<file path="config.mk">
export PLATFORM = sky130hd
export DESIGN_NAME = ramsp_ctrl
export DESIGN_NICKNAME = d
export VERILOG_FILES = /design/src/rtl/ramsp_ctrl.sv
export SDC_FILE = /design/constraint.sdc
export NUM_CORES = 1
export LEC_CHECK = 0
export BUFFER_PORTS_ARGS = -buffer_cell sky130_fd_sc_hd__buf_2
export CAP_MARGIN = 20
export CORE_MARGIN = 3
export CORE_UTILIZATION = 35
export CTS_CLUSTER_DIAMETER = 30
export DETAILED_ROUTE_END_ITERATION = 8
export SYNTH_ARGS = -nofsm -noshare
export SYNTH_HDL_FRONTEND = slang
export SYNTH_SLANG_ARGS = --single-unit
export TNS_END_PERCENT = 30
</file>
<file path="constraint.sdc">
create_clock -name clk_i -period 6.4 [get_ports clk_i]
set_input_delay 0.96 -clock clk_i [delete_from_list [all_inputs] [get_ports clk_i]]
set_output_delay 0.96 -clock clk_i [all_outputs]
set_load 0.005 [all_outputs]
</file>
<file path="src/rtl/ramsp_ctrl.sv">
// Request front end for a single-port no-change RAM: zero-fills the RAM after reset,
// then turns a valid/ready request stream into RAM strobes and returns read data in order.
module ramsp_ctrl #(
  parameter int DW   = 32,
  parameter int AW   = 6,
  parameter int INIT = 1
) (
  input  logic          clk_i,
  input  logic          nreset_i,
  input  logic          req_valid_i,
  output logic          req_ready_o,
  input  logic          req_we_i,
  input  logic [AW-1:0] req_addr_i,
  input  logic [DW-1:0] req_din_i,
  output logic          rsp_valid_o,
  input  logic          rsp_ready_i,
  output logic [DW-1:0] rsp_dout_o,
  output logic          init_done_o,
  output logic          mem_en_o,
  output logic          mem_we_o,
  output logic [AW-1:0] mem_addr_o,
  output logic [DW-1:0] mem_din_o,
  input  logic [DW-1:0] mem_dout_i
);

  localparam logic [0:0] ST_FILL = 1'b0;
  localparam logic [0:0] ST_RUN  = 1'b1;

  logic [0:0]    state_q, state_d;
  logic [AW-1:0] fill_cnt_q, fill_cnt_d;
  logic          inflight_q, inflight_d;
  logic [DW-1:0] buf_q [2];
  logic          wr_ptr_q, rd_ptr_q;
  logic [1:0]    count_q, count_d;

  logic       run;
  logic       acc;
  logic       push;
  logic       pop;
  logic [1:0] occ;

  assign run  = (state_q == ST_RUN);
  assign occ  = count_q + {1'b0, inflight_q};
  assign pop  = (count_q != 2'd0) & rsp_ready_i;
  assign push = inflight_q;

  // A pop this cycle frees a slot, so a full buffer can still take a request.
  assign req_ready_o = nreset_i & run & ((occ < 2'd2) | pop);
  assign acc         = req_valid_i & req_ready_o;
  assign rsp_valid_o = nreset_i & (count_q != 2'd0);
  assign rsp_dout_o  = nreset_i ? buf_q[rd_ptr_q] : '0;
  assign init_done_o = nreset_i & run;

  always_comb begin
    mem_en_o   = 1'b0;
    mem_we_o   = 1'b0;
    mem_addr_o = '0;
    mem_din_o  = '0;
    if (nreset_i) begin
      if (!run) begin
        mem_en_o   = 1'b1;
        mem_we_o   = 1'b1;
        mem_addr_o = fill_cnt_q;
      end else begin
        mem_en_o   = acc;
        mem_we_o   = acc & req_we_i;
        mem_addr_o = req_addr_i;
        mem_din_o  = req_din_i;
      end
    end
  end

  always_comb begin
    state_d    = state_q;
    fill_cnt_d = fill_cnt_q;
    if (!run) begin
      fill_cnt_d = fill_cnt_q + 1'b1;
      if (fill_cnt_q == {AW{1'b1}}) begin
        state_d = ST_RUN;
      end
    end
    inflight_d = acc & ~req_we_i;
    count_d    = count_q + {1'b0, push} - {1'b0, pop};
  end

  always_ff @(posedge clk_i) begin
    if (!nreset_i) begin
      state_q    <= (INIT != 0) ? ST_FILL : ST_RUN;
      fill_cnt_q <= '0;
      inflight_q <= 1'b0;
      wr_ptr_q   <= 1'b0;
      rd_ptr_q   <= 1'b0;
      count_q    <= 2'd0;
    end else begin
      state_q    <= state_d;
      fill_cnt_q <= fill_cnt_d;
      inflight_q <= inflight_d;
      count_q    <= count_d;
      if (push) wr_ptr_q <= ~wr_ptr_q;
      if (pop)  rd_ptr_q <= ~rd_ptr_q;
    end
  end

  // RAM read data lands in the buffer one cycle after the read strobe.
  for (genvar gi = 0; gi < 2; gi++) begin : g_buf
    always_ff @(posedge clk_i) begin
      if (!nreset_i) begin
        buf_q[gi] <= '0;
      end else if (push && (wr_ptr_q == gi[0])) begin
        buf_q[gi] <= mem_dout_i;
      end
    end
  end

endmodule
</file>
==> results of run 1 <==
==> kinds of logic after synthesis <==
group	after synthesis	share of synthesized area, %
fa+ha+maj	3	0.961
flops	77	55.9
compound gates	8	1.25
xor+xnor	8	1.79
simple gates	164	26.2
buf+inv	28	3.68
mux	40	10.3
==> metrics by stage <==
stage / util (%) / total power, mW
after floorplan: - / 0.673
after global placement: 44.5 / 0.728
after detailed placement: 45.2 / 0.733
after CTS: 47.1 / 1.11
after global routing: 47.2 / 1.15
final: 47.2 / 1.10
==> sequential cells by signal (all words and copies together), names as in the netlist, named ones only <==
signal	count
inflight_q	1
buf_q	64
fill_cnt_q	6
count_q	2
run	1
wr_ptr_q	1
rd_ptr_q	1
==> cells in the final DEF (no fill, tap or decap), types with 2 or more instances in the layout <==
cell type / n
mux2i_1: 40
o21a_1: 2
buf_16: 2
inv_1: 3
edfxtp_1: 64
o21ai_0: 2
nand2_1: 6
nor2b_1: 44
clkbuf_8: 9
clkinv_2: 3
xnor2_1: 7
and2_1: 69
ha_1: 3
nand2b_1: 3
buf_2: 149
bufinv_16: 2
buf_4: 2
nand3_1: 2
dfxtp_1: 12
and3_1: 34
==> layout make-up <==
| cell class | count | area, um2 | area share, % |
|---|---|---|---|
| inverter | 3 | 11.3 | 0.225 |
| tap | 136 | 170 | 3.40 |
| clock inverter | 6 | 78.8 | 1.57 |
| multi-input combinational | 223 | 1590 | 31.8 |
| timing repair buffer | 155 | 851 | 17.0 |
| clock buffer | 9 | 124 | 2.47 |
| sequential | 77 | 2180 | 43.6 |
==> power breakdown <==
group	switching, mW	total (mW)	leakage [nW]	internal (mW)
sequential	0.0286	0.590	0.767	0.561
clock	0.164	0.378	0.106	0.214
combinational	0.0542	0.128	1.42	0.0742
total	0.247	1.10	2.29	0.849
==> worst register-to-register path: stages (launching register included) <==
cell,delay (ns)
dfxtp_1,0.46
nand2_1,0.09
nand2_1,0.42
buf_4,0.41
==> final timing paths <==
| kind | start | end | slack (ns) |
|---|---|---|---|
| min | fill_cnt_q[5] | fill_cnt_q[5] | 0.50 |
| max reg2reg | wr_ptr_q | buf_q[1][26] | 4.69 |
| max | nreset_i | req_ready_o | 3.34 |
| min reg2reg | fill_cnt_q[5] | fill_cnt_q[5] | 0.50 |
==> per-layer routing <==
| metal | global-route usage, % | vias up |
|---|---|---|
| met5 | 0 | - |
| met2 | 25.0 | 62 |
| met4 | 2.68 | 0 |
| li1 | - | 1408 |
| met1 | 17.1 | 1316 |
| met3 | 4.35 | 5 |
==> flow_metrics.env, run 1 <==
export IMPL_die_h_um=112
export IMPL_dieArea_um2=12500
export IMPL_preCtsSetupSlack_ns=3.34
export IMPL_vias_per_cell=4.58
export IMPL_num_rows=37
export IMPL_io_pins=150
export IMPL_layout_min_cycle_time_ns=3.06
export IMPL_crit_buf_inv=3
export IMPL_synthArstFlopShare_pct=0
export IMPL_ctsLongestPathBuffers=2
export IMPL_grt_pass1_vias=2812
export IMPL_die_x_um=112
export IMPL_final_antenna_net_count=0
export IMPL_drt_first_pass_iters=4
export IMPL_layout_drive_gt1_share_pct=36.6
export IMPL_ir_drop_v=0.000133
export IMPL_layoutNonFillerInstCount=609
export IMPL_synth_top_area_share_pct=49.2
export IMPL_cts_tree="yes"
export IMPL_routed_wl_met2_um=4400
export IMPL_tightest_slew_ns=1.03
export IMPL_synth_edff_count=64
export IMPL_crit_top_cell="buf_2"
export IMPL_syn_cell_area_um2=3900
export IMPL_powerDensity_nw_per_um2=219
export IMPL_fillers=982
export IMPL_antennaDiodeCount=0
export IMPL_critPathLaunchType="input port"
export IMPL_postLayoutCellArea_um2=5010
export IMPL_cts_clk_slew_worst_paths_ns=0.07
export IMPL_hold_viol=0
export IMPL_cts_resized=0
export IMPL_start_util_pct=36.8
export IMPL_cpMaxStageDelayCell="buf_4"
export IMPL_finalNetCount=547
export IMPL_crit_family="buffers and inverters"
export IMPL_yosys_top_cells_count="and2_1 (69), edfxtp_1 (64), nor2b_1 (44)"
export IMPL_vias=2791
export IMPL_htreeDepth=3
export IMPL_ys_ff_latch=77
export IMPL_setup_violations=0
export IMPL_maxCapViolations=0
export IMPL_path_cells="buf_2, buf_4, nand2_1, nor2_1, buf_2"
export IMPL_io_buffers=149
export IMPL_wl_met1_um=3850
export IMPL_rsz0062_at_grt="false"
export IMPL_cts_buffers=9
export IMPL_cts_hold_fix_buffers=0
export IMPL_cp_required_ns=5.44
export IMPL_drcViolationCount=0
export IMPL_gr_total_overflow=0
export IMPL_ys_flop_type="edfxtp_1"
export IMPL_ff2ff_path_depth=3
export IMPL_min_path_cells=2
export IMPL_netlist_instances=328
export IMPL_gp_congestion=0.745
export IMPL_ys_top_cells_by_area="edfxtp_1 (49%), and2_1 (11%), mux2i_1 (10%), nor2b_1 (7.0%), dfxtp_1 (6.7%)"
export IMPL_max_stage_delay_ns=0.57
export IMPL_placedCellCount=593
export IMPL_maxSlewHeadroom_pct=31.4
export IMPL_syn_num_nets=406
export IMPL_cp_arrival_ns=2.10
export IMPL_cts_setup_buffers=0
export IMPL_cp_end_kind="output pin"
export IMPL_cts_root_buf="clkbuf_8"
export IMPL_finalMaxSlewViolations=0
export IMPL_track_usage_pct=14.1
export IMPL_cp_depth=5
export IMPL_synth_cell_types=29
export IMPL_fin_ws_ns=3.34
export IMPL_yosys_warnings=0
export IMPL_status="complete, no violations"
export IMPL_dp_hpwl_um=6050
export IMPL_path_max_fanout=92
export IMPL_core_area_um2=10600
export IMPL_max_freq_ghz=0.327
export IMPL_clock_latency_ns=0.34
export IMPL_met3_length_um=440
export IMPL_synth_seq_area_share_pct=55.9
export IMPL_antenna_found_initial=0
export IMPL_finalClockSkew_ns=0.00605
export IMPL_dpl_instance_area_um2=4790
export IMPL_synth_top_area_cell="edfxtp_1"
export IMPL_leakage_nw=2.29
export IMPL_path_class="in -> out"
export IMPL_drt_iter0_markers=100
export IMPL_routed_wl_um=8760
export IMPL_wl_per_cell_um=14.4
export IMPL_finalCritPeriodShare_pct=47.7
export IMPL_yosysMostFrequentCell="and2_1"
export IMPL_avgSynthCellArea_um2=11.9
export IMPL_cts_sinks=77
export IMPL_dr_max_layer_used="met4"
export IMPL_grt_max_degree=93
export IMPL_grt_pass1_wl_um=14200
export IMPL_final_setup_tns_ns=0
export IMPL_holdWs_ns=0.502
export IMPL_hp_class="reg -> reg"
export IMPL_area_growth_pct=28.3
No activity file was read; power rests on OpenSTA's default activity.
==> run 2: changes to the inputs <==
--- a/config.mk
+++ b/config.mk
@@ -5,6 +5,7 @@
 export SDC_FILE = /design/constraint.sdc
 export NUM_CORES = 1
 export LEC_CHECK = 0
+export ABC_AREA = 1
 export BUFFER_PORTS_ARGS = -buffer_cell sky130_fd_sc_hd__buf_2
 export CAP_MARGIN = 20
 export CORE_MARGIN = 3
==> constraint.sdc (replaced) <==
create_clock -name clk_i -period 2.55 [get_ports clk_i]
set_input_delay 0.3825 -clock clk_i [delete_from_list [all_inputs] [get_ports clk_i]]
set_output_delay 0.3825 -clock clk_i [all_outputs]
set_load 0.005 [all_outputs]
==> run 2 against run 1 <==
Net effect:
- via count is 17% higher
- die area fell by 5.1%
- critical endpoint is now rsp_dout_o[8]
- critical path depth unchanged
- first-iteration DRC count increased by 73%
- sequential power grew 140%
- synthesized cell count up 32%
- area after synthesis shrank 5.4%
- wire length is 11% higher
- sequential share of layout area rose by 1.7 points
- global-route usage increased by 1.8 points
- core utilization rose by 0.95 points
- clock power grew to 2.7 times the previous value
==> flow_metrics.env, run 2 <==
export IMPL_status="complete, no violations"
export IMPL_powerDensity_nw_per_um2=580
export IMPL_hold_viol=0
export IMPL_cts_clk_slew_worst_paths_ns=0.08
export IMPL_largest_register_ffs=64
export IMPL_holdWs_ns=0.238
export IMPL_path_class="reg -> out"
export IMPL_cts_tree="yes"
export IMPL_synth_top_area_share_pct=52.0
export IMPL_yosys_top_cells_count="nor2_1 (173), inv_1 (75), edfxtp_1 (64)"
export IMPL_final_setup_tns_ns=0
export IMPL_layout_min_cycle_time_ns=2.04
export IMPL_gr_total_overflow=0
export IMPL_cts_sinks=77
export IMPL_dp_hpwl_um=6780
export IMPL_cp_end_kind="output pin"
export IMPL_cp_required_ns=2.17
export IMPL_wl_per_cell_um=13.5
export IMPL_vias_per_cell=4.52
export IMPL_grt_pass1_vias=3038
export IMPL_ys_top_cells_by_area="edfxtp_1 (52%), nor2_1 (18%), inv_1 (7.6%), dfxtp_1 (7.0%), o21ai_0 (5.6%)"
export IMPL_cts_resized=0
export IMPL_final_common_cell="nor2_1"
export IMPL_cts_root_buf="clkbuf_8"
export IMPL_avgSynthCellArea_um2=8.51
export IMPL_ir_drop_v=0.000336
export IMPL_grt_pass1_wl_um=14300
export IMPL_maxSlewHeadroom_pct=59.5
export IMPL_ys_ff_latch=77
export IMPL_track_usage_pct=16.0
export IMPL_placedCellCount=704
export IMPL_cts_buffers=9
export IMPL_finalNetCount=660
export IMPL_top_register="buf_q"
export IMPL_hp_class="in -> reg"
export IMPL_cpMaxStageDelayCell="buf_4"
export IMPL_multi_input_area_um2=1130
export IMPL_area_growth_pct=30.4
export IMPL_yosysMostFrequentCell="nor2_1"
export IMPL_critPathLaunchType="flop"
export IMPL_ctsLongestPathBuffers=2
export IMPL_path_max_fanout=23
export IMPL_synth_top_area_cell="edfxtp_1"
export IMPL_drt_iter0_markers=173
export IMPL_antenna_found_initial=0
export IMPL_leakage_nw=2.50
export IMPL_core_area_um2=10000
export IMPL_maxCapViolations=0
export IMPL_drt_first_pass_iters=4
export IMPL_die_h_um=109
export IMPL_clock_latency_ns=0.34
export IMPL_fillers=964
export IMPL_path_cells="inv_1, buf_4, nor2_1, nor2_1, buf_2"
export IMPL_layout_common_cells="nor2_1 (173), buf_2 (149), inv_1 (75)"
export IMPL_cp_arrival_ns=1.66
export IMPL_tightest_slew_ns=0.605
export IMPL_max_stage_delay_ns=0.35
export IMPL_largest_registers="buf_q: 64 flops, fill_cnt_q: 6 flops, count_q: 2 flops"
export IMPL_synth_cell_types=23
export IMPL_grt_max_degree=33
export IMPL_finalMaxSlewViolations=0
export IMPL_layout_drive_gt1_share_pct=30.7
export IMPL_io_buffers=149
export IMPL_rsz0062_at_grt="false"
export IMPL_syn_cell_area_um2=3690
export IMPL_gp_congestion=0.775
export IMPL_die_x_um=109
export IMPL_antennaDiodeCount=0
export IMPL_start_util_pct=36.9
export IMPL_dieArea_um2=11800
export IMPL_syn_num_nets=512
export IMPL_synth_edff_count=64
export IMPL_io_pins=150
export IMPL_crit_top_cell="nor2_1"
export IMPL_cts_setup_buffers=0
export IMPL_htreeDepth=3
export IMPL_drcViolationCount=0
export IMPL_num_rows=36
export IMPL_setup_violations=0
export IMPL_netlist_instances=434
export IMPL_register_area_um2=2180
export IMPL_vias=3257
export IMPL_finalClockSkew_ns=0.00646
export IMPL_synthArstFlopShare_pct=0
export IMPL_cts_hold_fix_buffers=0
export IMPL_synth_seq_area_share_pct=59.1
export IMPL_layoutNonFillerInstCount=720
export IMPL_yosys_warnings=0
export IMPL_finalCritPeriodShare_pct=80.2
export IMPL_routed_wl_um=9750
export IMPL_final_antenna_net_count=0
export IMPL_ys_flop_type="edfxtp_1"
export IMPL_max_freq_ghz=0.489
## run 2: final cells by class
cell class / count / area share (%)
inverters: 77 / 6.00
repair buffers: 158 / 17.1
clock buffers: 9 / 2.57
well taps: 133 / 3.45
multi-input cells: 259 / 23.5
flip-flops and latches: 77 / 45.3
clock inverters: 7 / 2.05
## run 2: through the flow
stage	total power, mW	setup WS (ns)	area, um2	util [%]
after global routing	2.91	0.353	4820	48.2
final	2.79	0.506	4820	48.2
after detailed placement	1.80	0.766	4600	46.0
after CTS	2.82	0.458	4820	48.2
after floorplan	1.63	-0.622	3690	-
after global placement	1.79	0.777	4600	46.0
## run 2: routing by layer
| metal | track usage (%) | vias up | share of wire (%) | wire length (um) |
|---|---|---|---|---|
| li1 | - | 1645 | - | - |
| met1 | 17.8 | 1473 | 41 | 3960 |
| met2 | 30.8 | 133 | 51 | 4970 |
| met3 | 3.55 | 6 | 7.8 | 764 |
| met4 | 3.25 | 0 | 0.57 | 56 |
| met5 | 0 | - | 0 | 0 |
## run 2: kinds of logic after synthesis
group | after synthesis | synth area share [%]
adders and majority gates | 3 | 1.02
AOI/OAI and AO/OA | 56 | 7.82
DFF | 77 | 59.1
buffers and inverters | 98 | 10.9
and+or+nand+nor | 200 | 21.2
## run 2: critical path: cells and delay by family, from the launching register on
family / cells / cell delay [ns]
AND/OR/NAND/NOR: 2 / 0.24
buffers and inverters: 3 / 0.76
flip-flops: 1 / 0.32
## run 2: power by group
part	internal, mW	switching, mW
logic	0.128	0.194
registers	1.42	0.0223
clock network	0.557	0.473
total	2.10	0.689
## run 2: final timing paths
path              cells after the start       start             to  slack [ns]
setup / recovery                      5        flop  rsp_dout_o[8]        0.51
hold / removal                        2    req_we_i     inflight_q        0.24
setup reg to reg                      3  inflight_q   buf_q[1][13]        0.91
hold reg to reg                       1    rd_ptr_q       rd_ptr_q        0.46
